**config.mk**
```make
export PLATFORM = sky130hd
export DESIGN_NAME = wb_timer_bank_flat
export DESIGN_NICKNAME = d
export VERILOG_FILES = /design/src/rtl/wb_timer_bank_pkg.sv /design/src/rtl/wb_timer_bank_if.sv /design/src/rtl/wb_timer_bank_timer_channel.sv /design/src/rtl/wb_timer_bank.sv /design/src/flat_wrapper.sv
export SDC_FILE = /design/constraint.sdc
export NUM_CORES = 1
export LEC_CHECK = 0
export ABC_AREA = 1
export ABC_CLOCK_PERIOD_IN_PS = 4320
export BUFFER_PORTS_ARGS = -buffer_cell sky130_fd_sc_hd__clkbuf_2
export CORE_MARGIN = 3
export CORE_UTILIZATION = 45
export CTS_CLUSTER_DIAMETER = 50
export DETAILED_ROUTE_END_ITERATION = 7
export PLACE_DENSITY = 0.75
export SYNTH_ARGS = -nofsm -noshare
export SYNTH_HDL_FRONTEND = slang
export SYNTH_SLANG_ARGS = --single-unit
export TNS_END_PERCENT = 5
```
**constraint.sdc**
```tcl
create_clock -name wb_clk_i -period 4.32 [get_ports wb_clk_i]
set_clock_uncertainty 0.05 [all_clocks]
set_input_delay 0.648 -clock wb_clk_i [delete_from_list [all_inputs] [get_ports wb_clk_i]]
set_output_delay 0.648 -clock wb_clk_i [all_outputs]
set_load 0.02 [all_outputs]
```
**src/rtl/wb_timer_bank_pkg.sv**
```systemverilog
// rtl/wb_timer_bank_pkg.sv - shared register map and bit positions for the timer bank
package wb_timer_bank_pkg;

    // Register select, taken from byte address bits [3:2]
    typedef enum logic [1:0] {
        REG_CTRL   = 2'd0,
        REG_COUNT  = 2'd1,
        REG_LIMIT  = 2'd2,
        REG_STATUS = 2'd3
    } reg_e;

    // CTRL bit positions
    localparam int CTRL_EN      = 0;
    localparam int CTRL_DIR     = 1;
    localparam int CTRL_ONESHOT = 2;
    localparam int CTRL_IE      = 3;

    // STATUS bit positions
    localparam int STATUS_TC = 0;

endpackage

```
**src/rtl/wb_timer_bank_if.sv**
```systemverilog
// rtl/wb_timer_bank_if.sv - Wishbone slave signal bundle for the timer bank
interface wb_timer_bank_if;
    logic        wbs_stb_i;
    logic        wbs_cyc_i;
    logic        wbs_we_i;
    logic [3:0]  wbs_sel_i;
    logic [31:0] wbs_adr_i;
    logic [31:0] wbs_dat_i;
    logic        wbs_ack_o;
    logic [31:0] wbs_dat_o;

    modport slave (
        input  wbs_stb_i, wbs_cyc_i, wbs_we_i, wbs_sel_i, wbs_adr_i, wbs_dat_i,
        output wbs_ack_o, wbs_dat_o
    );

    modport master (
        output wbs_stb_i, wbs_cyc_i, wbs_we_i, wbs_sel_i, wbs_adr_i, wbs_dat_i,
        input  wbs_ack_o, wbs_dat_o
    );
endinterface

```
**src/rtl/wb_timer_bank_timer_channel.sv**
```systemverilog
// rtl/wb_timer_bank_timer_channel.sv - one timer channel: registers, tick/terminal logic, toggle output
module timer_channel
    import wb_timer_bank_pkg::*;
#(
    parameter int WIDTH = 16
) (
    input  logic             clk_i,
    input  logic             rst_i,
    input  logic             wr_en_i,
    input  reg_e             wr_reg_i,
    input  logic [31:0]      wr_data_i,
    input  logic [3:0]       wr_sel_i,
    output logic [3:0]       ctrl_o,
    output logic [WIDTH-1:0] count_o,
    output logic [WIDTH-1:0] limit_o,
    output logic             tc_o,
    output logic             toggle_o
);

    localparam logic [WIDTH-1:0] ONE = WIDTH'(1);

    logic [3:0]       ctrl_q,   ctrl_d;
    logic [WIDTH-1:0] count_q,  count_d;
    logic [WIDTH-1:0] limit_q,  limit_d;
    logic             tc_q,     tc_d;
    logic             toggle_q, toggle_d;

    logic [WIDTH-1:0] count_wr, limit_wr;
    logic             wr_ctrl, wr_count, wr_limit, wr_status;
    logic             at_term, term_evt;

    // Upper data/lane bits are unused when WIDTH < 32
    logic unused_bits;
    assign unused_bits = ^{wr_data_i, wr_sel_i};

    // Next-state: byte-lane merge, tick/terminal, and write priority over the tick
    always_comb begin
        count_wr = count_q;
        limit_wr = limit_q;
        for (int i = 0; i < WIDTH; i++) begin
            if (wr_sel_i[i/8]) begin
                count_wr[i] = wr_data_i[i];
                limit_wr[i] = wr_data_i[i];
            end
        end

        wr_ctrl   = wr_en_i && (wr_reg_i == REG_CTRL)   && wr_sel_i[0];
        wr_count  = wr_en_i && (wr_reg_i == REG_COUNT);
        wr_limit  = wr_en_i && (wr_reg_i == REG_LIMIT);
        wr_status = wr_en_i && (wr_reg_i == REG_STATUS) && wr_sel_i[0];

        at_term  = ctrl_q[CTRL_DIR] ? (count_q == '0) : (count_q == limit_q);
        // A COUNT write replaces the tick entirely, including its terminal event
        term_evt = ctrl_q[CTRL_EN] && at_term && !wr_count;

        count_d = count_q;
        if (wr_count) begin
            count_d = count_wr;
        end else if (ctrl_q[CTRL_EN]) begin
            if (at_term)
                count_d = ctrl_q[CTRL_DIR] ? limit_q : '0;
            else
                count_d = ctrl_q[CTRL_DIR] ? (count_q - ONE) : (count_q + ONE);
        end

        limit_d = wr_limit ? limit_wr : limit_q;

        // Written EN beats the one-shot auto-disable
        ctrl_d = ctrl_q;
        if (term_evt && ctrl_q[CTRL_ONESHOT])
            ctrl_d[CTRL_EN] = 1'b0;
        if (wr_ctrl)
            ctrl_d = wr_data_i[3:0];

        // A new terminal event beats a same-cycle clear
        tc_d = tc_q;
        if (wr_status && wr_data_i[STATUS_TC])
            tc_d = 1'b0;
        if (term_evt)
            tc_d = 1'b1;

        toggle_d = toggle_q ^ term_evt;
    end

    // Channel state registers with synchronous reset
    always_ff @(posedge clk_i) begin
        if (rst_i) begin
            ctrl_q   <= '0;
            count_q  <= '0;
            limit_q  <= '0;
            tc_q     <= 1'b0;
            toggle_q <= 1'b0;
        end else begin
            ctrl_q   <= ctrl_d;
            count_q  <= count_d;
            limit_q  <= limit_d;
            tc_q     <= tc_d;
            toggle_q <= toggle_d;
        end
    end

    assign ctrl_o   = ctrl_q;
    assign count_o  = count_q;
    assign limit_o  = limit_q;
    assign tc_o     = tc_q;
    assign toggle_o = toggle_q;

endmodule

```
**src/rtl/wb_timer_bank.sv**
```systemverilog
// rtl/wb_timer_bank.sv - Wishbone-attached bank of timer channels with irq, LA and IO outputs
module wb_timer_bank
    import wb_timer_bank_pkg::*;
#(
    parameter int CHANNELS = 4,
    parameter int WIDTH    = 16
) (
    input  logic                wb_clk_i,
    input  logic                wb_rst_i,
    wb_timer_bank_if.slave      wbs,
    output logic [63:0]         la_data_out,
    output logic [CHANNELS-1:0] io_out,
    output logic [CHANNELS-1:0] io_oeb,
    output logic [2:0]          irq
);

    logic        ack_q, ack_d;
    logic [31:0] dat_q, dat_d;
    logic        access, wr_access;
    logic [2:0]  chan;
    reg_e        rsel;
    logic [31:0] rdata;

    logic [3:0]          ctrl_w  [CHANNELS];
    logic [WIDTH-1:0]    count_w [CHANNELS];
    logic [WIDTH-1:0]    limit_w [CHANNELS];
    logic [CHANNELS-1:0] tc_w, tog_w, ie_w;

    logic unused_adr;
    assign unused_adr = ^{wbs.wbs_adr_i[31:7], wbs.wbs_adr_i[1:0]};

    assign chan      = wbs.wbs_adr_i[6:4];
    assign rsel      = reg_e'(wbs.wbs_adr_i[3:2]);
    // A held request is only taken while ack is low, giving one ack every second cycle
    assign access    = wbs.wbs_cyc_i && wbs.wbs_stb_i && !ack_q;
    assign wr_access = access && wbs.wbs_we_i;

    for (genvar c = 0; c < CHANNELS; c++) begin : g_ch
        timer_channel #(.WIDTH(WIDTH)) u_ch (
            .clk_i     (wb_clk_i),
            .rst_i     (wb_rst_i),
            .wr_en_i   (wr_access && (chan == 3'(c))),
            .wr_reg_i  (rsel),
            .wr_data_i (wbs.wbs_dat_i),
            .wr_sel_i  (wbs.wbs_sel_i),
            .ctrl_o    (ctrl_w[c]),
            .count_o   (count_w[c]),
            .limit_o   (limit_w[c]),
            .tc_o      (tc_w[c]),
            .toggle_o  (tog_w[c])
        );
        assign ie_w[c] = ctrl_w[c][CTRL_IE];
    end

    // Read mux; unpopulated channel indices read as zero
    always_comb begin
        rdata = '0;
        for (int c = 0; c < CHANNELS; c++) begin
            if (chan == 3'(c)) begin
                case (rsel)
                    REG_CTRL:   rdata[3:0]       = ctrl_w[c];
                    REG_COUNT:  rdata[WIDTH-1:0] = count_w[c];
                    REG_LIMIT:  rdata[WIDTH-1:0] = limit_w[c];
                    REG_STATUS: rdata[STATUS_TC] = tc_w[c];
                    default:    rdata            = '0;
                endcase
            end
        end
        ack_d = access;
        dat_d = (access && !wbs.wbs_we_i) ? rdata : dat_q;
    end

    // Ack and registered read data
    always_ff @(posedge wb_clk_i) begin
        if (wb_rst_i) begin
            ack_q <= 1'b0;
            dat_q <= '0;
        end else begin
            ack_q <= ack_d;
            dat_q <= dat_d;
        end
    end

    // Logic analyser view: channel 0 count plus all TC flags
    always_comb begin
        la_data_out = '0;
        la_data_out[WIDTH-1:0] = count_w[0];
        for (int c = 0; c < CHANNELS; c++)
            la_data_out[32+c] = tc_w[c];
    end

    assign wbs.wbs_ack_o = ack_q;
    assign wbs.wbs_dat_o = dat_q;
    assign io_out        = tog_w;
    assign io_oeb        = {CHANNELS{wb_rst_i}};
    assign irq           = {2'b00, |(tc_w & ie_w)};

endmodule

```
**src/flat_wrapper.sv**
```systemverilog
// flat-port wrapper written by rule: the top's interface ports become plain ports
module wb_timer_bank_flat import wb_timer_bank_pkg::*;
#(
    parameter int CHANNELS = 4,
    parameter int WIDTH    = 16
)
  (wb_clk_i, wb_rst_i, la_data_out, io_out, io_oeb, irq, wbs_wbs_stb_i, wbs_wbs_cyc_i, wbs_wbs_we_i, wbs_wbs_sel_i, wbs_wbs_adr_i, wbs_wbs_dat_i, wbs_wbs_ack_o, wbs_wbs_dat_o);
  wb_timer_bank_if wbs_i ();
  input  logic wb_clk_i;
  input  logic wb_rst_i;
  output logic [63:0] la_data_out;
  output logic [CHANNELS-1:0] io_out;
  output logic [CHANNELS-1:0] io_oeb;
  output logic [2:0] irq;
  input wire logic [$bits(wbs_i.wbs_stb_i)-1:0] wbs_wbs_stb_i;
  input wire logic [$bits(wbs_i.wbs_cyc_i)-1:0] wbs_wbs_cyc_i;
  input wire logic [$bits(wbs_i.wbs_we_i)-1:0] wbs_wbs_we_i;
  input wire logic [$bits(wbs_i.wbs_sel_i)-1:0] wbs_wbs_sel_i;
  input wire logic [$bits(wbs_i.wbs_adr_i)-1:0] wbs_wbs_adr_i;
  input wire logic [$bits(wbs_i.wbs_dat_i)-1:0] wbs_wbs_dat_i;
  output wire logic [$bits(wbs_i.wbs_ack_o)-1:0] wbs_wbs_ack_o;
  output wire logic [$bits(wbs_i.wbs_dat_o)-1:0] wbs_wbs_dat_o;
  assign wbs_i.wbs_stb_i = wbs_wbs_stb_i;
  assign wbs_i.wbs_cyc_i = wbs_wbs_cyc_i;
  assign wbs_i.wbs_we_i = wbs_wbs_we_i;
  assign wbs_i.wbs_sel_i = wbs_wbs_sel_i;
  assign wbs_i.wbs_adr_i = wbs_wbs_adr_i;
  assign wbs_i.wbs_dat_i = wbs_wbs_dat_i;
  assign wbs_wbs_ack_o = wbs_i.wbs_ack_o;
  assign wbs_wbs_dat_o = wbs_i.wbs_dat_o;
  wb_timer_bank #(.CHANNELS(CHANNELS), .WIDTH(WIDTH)) u_core (.wb_clk_i(wb_clk_i), .wb_rst_i(wb_rst_i), .wbs(wbs_i), .la_data_out(la_data_out), .io_out(io_out), .io_oeb(io_oeb), .irq(irq));
endmodule
```
==> results.sh, run 1 <==
export IMPL_synth_area_top_cells="dfxtp_1, nand2_1, inv_1"
export IMPL_post_cts_resized=0
export IMPL_criticalPathCategory="in -> reg"
export IMPL_synth_common_cells="nand2_1, inv_1, a21oi_1"
export IMPL_whs_ps=420
export IMPL_drt_wl_total_microns=50800
export IMPL_drcViolationCount=0
export IMPL_fin_nets=2633
export IMPL_coreArea_sq_um=31900
export IMPL_core_rowCount=65
export IMPL_setup_viol_count_final=0
export IMPL_min_period_over_period=0.725
export IMPL_yosysMostFrequentCell="nand2_1"
export IMPL_yosysSeqAreaShare=0.230
export IMPL_vias=16200
export IMPL_dp_hpwl_microns=38500
export IMPL_fmax_mhz=319
export IMPL_ant_nets=0
export IMPL_crit_required_ps=4590
export IMPL_fin_setup_tns_ps=0
export IMPL_track_usage=0.278
export IMPL_setup_ws_ps=1190
export IMPL_hold_violations=0
export IMPL_port_buffers=73
export IMPL_synth_flop_cell="dfxtp_1"
export IMPL_worstSkewPairLatency_ps=440
export IMPL_fin_util=0.485
export IMPL_setup_worst_path_start_class="input port"
export IMPL_htree_levels=4
export IMPL_finalPower_mw=3.62
export IMPL_synth_top_area_frac=0.230
export IMPL_worstPathArrival_ps=3400
export IMPL_cts_sinks=169
export IMPL_leakage_nw=7.63
export IMPL_synth_edf_count=0
export IMPL_syn_avg_cell_area_sq_um=5.86
export IMPL_synth_yosys_warnings=0
export IMPL_placed_cell_area_sq_um=14800
export IMPL_root_buffer="clkbuf_16"
export IMPL_clk_pin_slew_ps=80
export IMPL_die_w_microns=187
export IMPL_synth_seq_cells=169
export IMPL_vdd_drop_max_v=0.000210
export IMPL_placedCellCount=2910
export IMPL_fin_cells=2942
export IMPL_fillers=3412
export IMPL_use_met1=0.362
export IMPL_grt_busiest_layer="met2"
export IMPL_r2r_cells=11
export IMPL_drive_gt1_frac=0.0587
export IMPL_netlist_instances=2506
export IMPL_relSlewSlack=0.0884
export IMPL_pre_cts_slack_ps=859
export IMPL_synth_area_sq_um=14700
export IMPL_hold_depth=2
export IMPL_hp_class="reg -> reg"
export IMPL_viasPerCell=5.52
export IMPL_syn_to_final_growth_pct=5.31
export IMPL_wl_per_cell_microns=17.3
export IMPL_clockBufferDepth=2
export IMPL_critPathMaxFanout=45
export IMPL_worst_pin_slew_ps=1370
export IMPL_end_kind="flop"
export IMPL_grt_pass1_vias=14700
export IMPL_p_per_area_nw_per_um2=234
export IMPL_met3_usage=0.0534
export IMPL_overflow=0
export IMPL_cts_buffers=17
export IMPL_rsz0062_at_grt="no"
export IMPL_maxCapViolCount=0
export IMPL_hold_buffers=0
export IMPL_min_period_ps=3130
export IMPL_global_route_usage_met2=0.438
export IMPL_ys_types=41
export IMPL_die_h_microns=187
export IMPL_synth_area_leader_cell="dfxtp_1"
export IMPL_gp_congestion=0.998
export IMPL_grt_pass1_wl_microns=79200
export IMPL_final_area_sq_um=15500
export IMPL_dieArea_sq_um=34800
export IMPL_status="complete, no violations"
export IMPL_cts_tree="done"
export IMPL_ys_async_sr_fraction=0
export IMPL_drtIter0Drc=1653
export IMPL_first_pass_iters=6
export IMPL_drv_slew=0
export IMPL_io_pins=181
export IMPL_antenna_found_initial=3
export IMPL_start_util=0.461
export IMPL_grt_max_degree=142
export IMPL_cts_setup_buffers=0
[power by group]
group	internal, mW	switching (mW)	leakage [nW]	total [mW]
registers	1.57	0.0128	1.36	1.58
clock network	0.980	0.683	0.299	1.66
logic	0.0767	0.305	5.97	0.382
total	2.62	1.00	7.63	3.62
[per-layer routing]
layer	up-vias	share of wire
li1	7954	-
met1	7303	0.41
met2	799	0.43
met3	167	0.095
met4	4	0.058
met5	-	0.00051
[layout make-up]
class / instances / area (sq um) / share of cell area
antenna: 1 / 2.50 / 0.000162
clock inverter: 12 / 173 / 0.0112
multi-input combinational: 1874 / 9170 / 0.593
sequential: 169 / 3380 / 0.219
inverter: 349 / 1310 / 0.0848
tap: 435 / 544 / 0.0352
clock buffer: 19 / 443 / 0.0286
timing repair buffer: 83 / 440 / 0.0285
[worst max-delay path: stages]
cell and delay, ps:
clkbuf_2 130, inv_1 80, ha_1 300, inv_2 780
nor2_4 200, inv_2 350, nand2_4 170, nand2_1 350
inv_1 140, a21oi_1 160, a21oi_1 80
[logic make-up (layout without fill, tap and decap cells)]
| logic type | count (synthesis) | in the layout | synth area share |
|---|---|---|---|
| AO/OA/AOI/OAI | 508 | 508 | 0.185 |
| adder cells (fa/ha/maj) | 66 | 66 | 0.0583 |
| flip-flops | 169 | 169 | 0.230 |
| other | 1 | 63 | 0.000255 |
| XOR/XNOR | 31 | 31 | 0.0185 |
| buffers and inverters | 524 | 463 | 0.161 |
| AND/OR/NAND/NOR | 1207 | 1207 | 0.346 |
[layout by cell type, fill, tap and decap left out, types with 3 or more instances in the layout]
| cell type | synthesis | routed |
|---|---|---|
| nand2_1 | 816 | 816 |
| inv_1 | 339 | 337 |
| a21oi_1 | 221 | 221 |
| o21ai_0 | 185 | 185 |
| dfxtp_1 | 169 | 169 |
| nand3_1 | 143 | 143 |
| nor2_1 | 124 | 124 |
| clkbuf_2 | 0 | 73 |
| ha_1 | 62 | 62 |
| conb_1 | 1 | 62 |
| nand4_1 | 59 | 59 |
| o22ai_1 | 51 | 51 |
| xor2_1 | 22 | 22 |
| nand3b_1 | 19 | 19 |
| clkbuf_16 | 0 | 17 |
| o21ai_1 | 16 | 16 |
| a41oi_1 | 12 | 12 |
| and2_1 | 10 | 10 |
| buf_4 | 93 | 10 |
| inv_2 | 9 | 9 |
| xnor2_1 | 9 | 9 |
| nor3_1 | 8 | 8 |
| nand2_2 | 7 | 7 |
| o211ai_1 | 7 | 7 |
| clkinv_2 | 0 | 5 |
| nor2_4 | 5 | 5 |
| or2_2 | 5 | 5 |
| o21bai_1 | 4 | 4 |
| o221ai_1 | 4 | 4 |
| fa_1 | 4 | 4 |
| bufinv_16 | 0 | 4 |
| nand2_4 | 3 | 3 |
| a211oi_1 | 3 | 3 |
| a221oi_1 | 3 | 3 |
[sequential cells by signal (all words and copies together) (netlist names)]
| name | count |
|---|---|
| u_core.g_ch.u_ch.toggle_o | 4 |
| u_core.g_ch.u_ch.tc_o | 4 |
| u_core.wbs.wbs_dat_o | 16 |
| u_core.g_ch.u_ch.count_o | 64 |
| u_core.g_ch.u_ch.ctrl_o | 16 |
| u_core.wbs.wbs_ack_o | 1 |
| u_core.g_ch.u_ch.limit_o | 64 |
[worst paths after layout]
path                                                    from                         endpoint  slack (ps)
worst max-delay path                        wbs_wbs_adr_i[3]  u_core.g_ch[0].u_ch.count_o[11]        1190
worst min-delay path            u_core.g_ch[2].u_ch.toggle_o     u_core.g_ch[2].u_ch.toggle_o         420
worst min register to register  u_core.g_ch[2].u_ch.toggle_o     u_core.g_ch[2].u_ch.toggle_o         420
worst max register to register          u_core.wbs.wbs_ack_o   u_core.g_ch[0].u_ch.count_o[9]        1670
Note: power is estimated with default switching activity, not from simulation.
==> run 2: changes to the inputs <==
--- a/config.mk
+++ b/config.mk
@@ -6,7 +6,7 @@
 export NUM_CORES = 1
 export LEC_CHECK = 0
 export ABC_AREA = 1
-export ABC_CLOCK_PERIOD_IN_PS = 4320
+export ABC_CLOCK_PERIOD_IN_PS = 3200
 export BUFFER_PORTS_ARGS = -buffer_cell sky130_fd_sc_hd__clkbuf_2
 export CORE_MARGIN = 3
 export CORE_UTILIZATION = 45
==> constraint.sdc (replaced) <==
create_clock -name wb_clk_i -period 3.2 [get_ports wb_clk_i]
set_clock_uncertainty 0.05 [all_clocks]
set_input_delay 0.48 -clock wb_clk_i [delete_from_list [all_inputs] [get_ports wb_clk_i]]
set_output_delay 0.48 -clock wb_clk_i [all_outputs]
set_load 0.02 [all_outputs]
==> run 2 against run 1 <==
Against the previous run:
- wire length down 0.93%
- sequential share of layout area decreased by 0.18 points
- clock power rose by 33%
- via count about the same
- global-route usage down 0.091 points
- combinational power up 38%
- cell area grew 0.81%
- register-to-register slack lost 1000 ps
- worst setup slack got worse by 560 ps
- worst hold slack worse by 120 ps
- critical endpoint is now u_core.g_ch[0].u_ch.count_o[8]
- largest cell class unchanged
==> results.sh, run 2 (synthesized netlist as in run 1, its figures left out) <==
export IMPL_p_per_area_nw_per_um2=312
export IMPL_min_period_over_period=0.803
export IMPL_status="complete, no violations"
export IMPL_pwr_share_comb=0.108
export IMPL_min_period_ps=2570
export IMPL_viasPerCell=5.49
export IMPL_p_sw_frac=0.280
export IMPL_fin_setup_tns_ps=0
export IMPL_multi_input_area_sq_um=9170
export IMPL_pre_cts_slack_ps=387
export IMPL_worst_pin_slew_ps=808
export IMPL_hold_depth=5
export IMPL_setup_worst_path_start_class="flop"
export IMPL_coreArea_sq_um=31900
export IMPL_gp_congestion=1.00
export IMPL_switchingPower_mw=1.36
export IMPL_hold_buffers=0
export IMPL_die_h_microns=187
export IMPL_cts_setup_buffers=0
export IMPL_core_rowCount=65
export IMPL_grt_max_degree=81
export IMPL_r2r_start="u_core.wbs.wbs_ack_o"
export IMPL_drtIter0Drc=1888
export IMPL_vias=16200
export IMPL_criticalPathCategory="reg -> reg"
export IMPL_htree_levels=4
export IMPL_hp_class="in -> reg"
export IMPL_seqPwrFrac=0.438
export IMPL_dieArea_sq_um=34800
export IMPL_root_buffer="clkbuf_16"
export IMPL_drive_gt1_frac=0.0631
export IMPL_maxCapViolCount=0
export IMPL_r2r_cells=11
export IMPL_grt_pass1_vias=14600
export IMPL_cts_buffers=17
export IMPL_r2r_end="u_core.g_ch[0].u_ch.count_o[8]"
export IMPL_fmax_mhz=389
export IMPL_final_common_cell="nand2_1"
export IMPL_drcViolationCount=0
export IMPL_worstSkewPairLatency_ps=440
export IMPL_drv_slew=0
export IMPL_worstPathArrival_ps=2880
export IMPL_cts_sinks=169
export IMPL_fin_nets=2646
export IMPL_min_delay_start="wbs_wbs_stb_i"
export IMPL_ant_nets=0
export IMPL_relSlewSlack=0.459
export IMPL_cts_tree="done"
export IMPL_first_pass_iters=7
export IMPL_clockBufferDepth=2
export IMPL_wl_per_cell_microns=17.0
export IMPL_drt_wl_total_microns=50400
export IMPL_holdPathEnd="u_core.wbs.wbs_ack_o"
export IMPL_leakage_nw=7.71
export IMPL_setup_viol_count_final=0
export IMPL_fillers=3324
export IMPL_die_w_microns=187
export IMPL_port_buffers=73
export IMPL_clockPowerShare=0.454
export IMPL_syn_to_final_growth_pct=6.16
export IMPL_layout_common_cells="nand2_1, inv_1, a21oi_1, o21ai_0, dfxtp_1"
export IMPL_crit_required_ps=3510
export IMPL_grt_pass1_wl_microns=78500
export IMPL_vdd_drop_max_v=0.000320
export IMPL_dp_hpwl_microns=38800
export IMPL_end_kind="flop"
export IMPL_io_pins=181
export IMPL_start_util=0.461
export IMPL_track_usage=0.278
export IMPL_post_cts_resized=0
export IMPL_critPathMaxFanout=17
export IMPL_clk_pin_slew_ps=60
export IMPL_setup_ws_ps=629
export IMPL_antenna_found_initial=3
export IMPL_antennaDiodeCount=0
export IMPL_hold_violations=0
export IMPL_regArea_sq_um=3380
export IMPL_rsz0062_at_grt="no"
export IMPL_rrSetupSlack_ps=630
export IMPL_overflow=0
export IMPL_internal_power_mw=3.51
==> run 2: worst max path at each step <==
stage / start / to / depth (start not counted)
5_1_grt: u_core.wbs.wbs_ack_o / u_core.g_ch[0].u_ch.count_o[9] / 11
6_report: u_core.wbs.wbs_ack_o / u_core.g_ch[0].u_ch.count_o[8] / 11
4_1_cts: u_core.wbs.wbs_ack_o / u_core.g_ch[0].u_ch.count_o[8] / 11
2_1_floorplan: wbs_wbs_adr_i[3] / u_core.wbs.wbs_dat_o[10] / 9
3_5_place_dp: wbs_wbs_adr_i[3] / u_core.g_ch[0].u_ch.count_o[8] / 11
3_3_place_gp: wbs_wbs_cyc_i / u_core.g_ch[0].u_ch.count_o[8] / 13
==> run 2: final cells by class <==
cell class,count,share of cell area
multi-input combinational,1874,0.588
sequential,169,0.217
timing repair buffer,96,0.0369
clock inverter,10,0.00923
tap,435,0.0349
inverter,349,0.0841
clock buffer,22,0.0298
==> run 2: layer usage <==
metal  wire length [microns]  track usage  share of wire
met1                   21200        0.365           0.42
met5                      29            0        0.00058
met4                    2360        0.124          0.047
met2                   21900        0.443           0.44
met3                    4880       0.0530          0.097
==> run 2: worst max-delay path, cell delays in order, from the launching register on <==
cell     delay (ps)
dfxtp_1         310
nor2_1          130
nand2_1         260
nor2_1          250
inv_1           120
nor2_4          280
inv_2           230
nand2_4         180
nand2_1         250
inv_1           190
a21oi_1          60
a21oi_1         180
==> run 2: power by group through the flow <==
stage	clock network [mW]	registers (mW)	logic [mW]
2_1_floorplan	0	2.18	0.380
3_3_place_gp	0	2.18	0.501
3_5_place_dp	0	2.18	0.505
4_1_cts	2.19	2.13	0.507
5_1_grt	2.29	2.13	0.560
6_report	2.21	2.13	0.526
==> run 2: through the flow <==
stage | hold slack (ps) | total power, mW | cell area, sq um | std cells | util
2_1_floorplan | 387 | 2.56 | 14900 | 2567 | -
3_3_place_gp | 401 | 2.68 | 15000 | 2923 | 0.470
3_5_place_dp | 406 | 2.69 | 15000 | 2923 | 0.470
4_1_cts | 294 | 4.84 | 15600 | 2955 | 0.489
5_1_grt | 349 | 4.98 | 15600 | 2955 | 0.489
6_report | 302 | 4.87 | 15600 | 2955 | 0.489
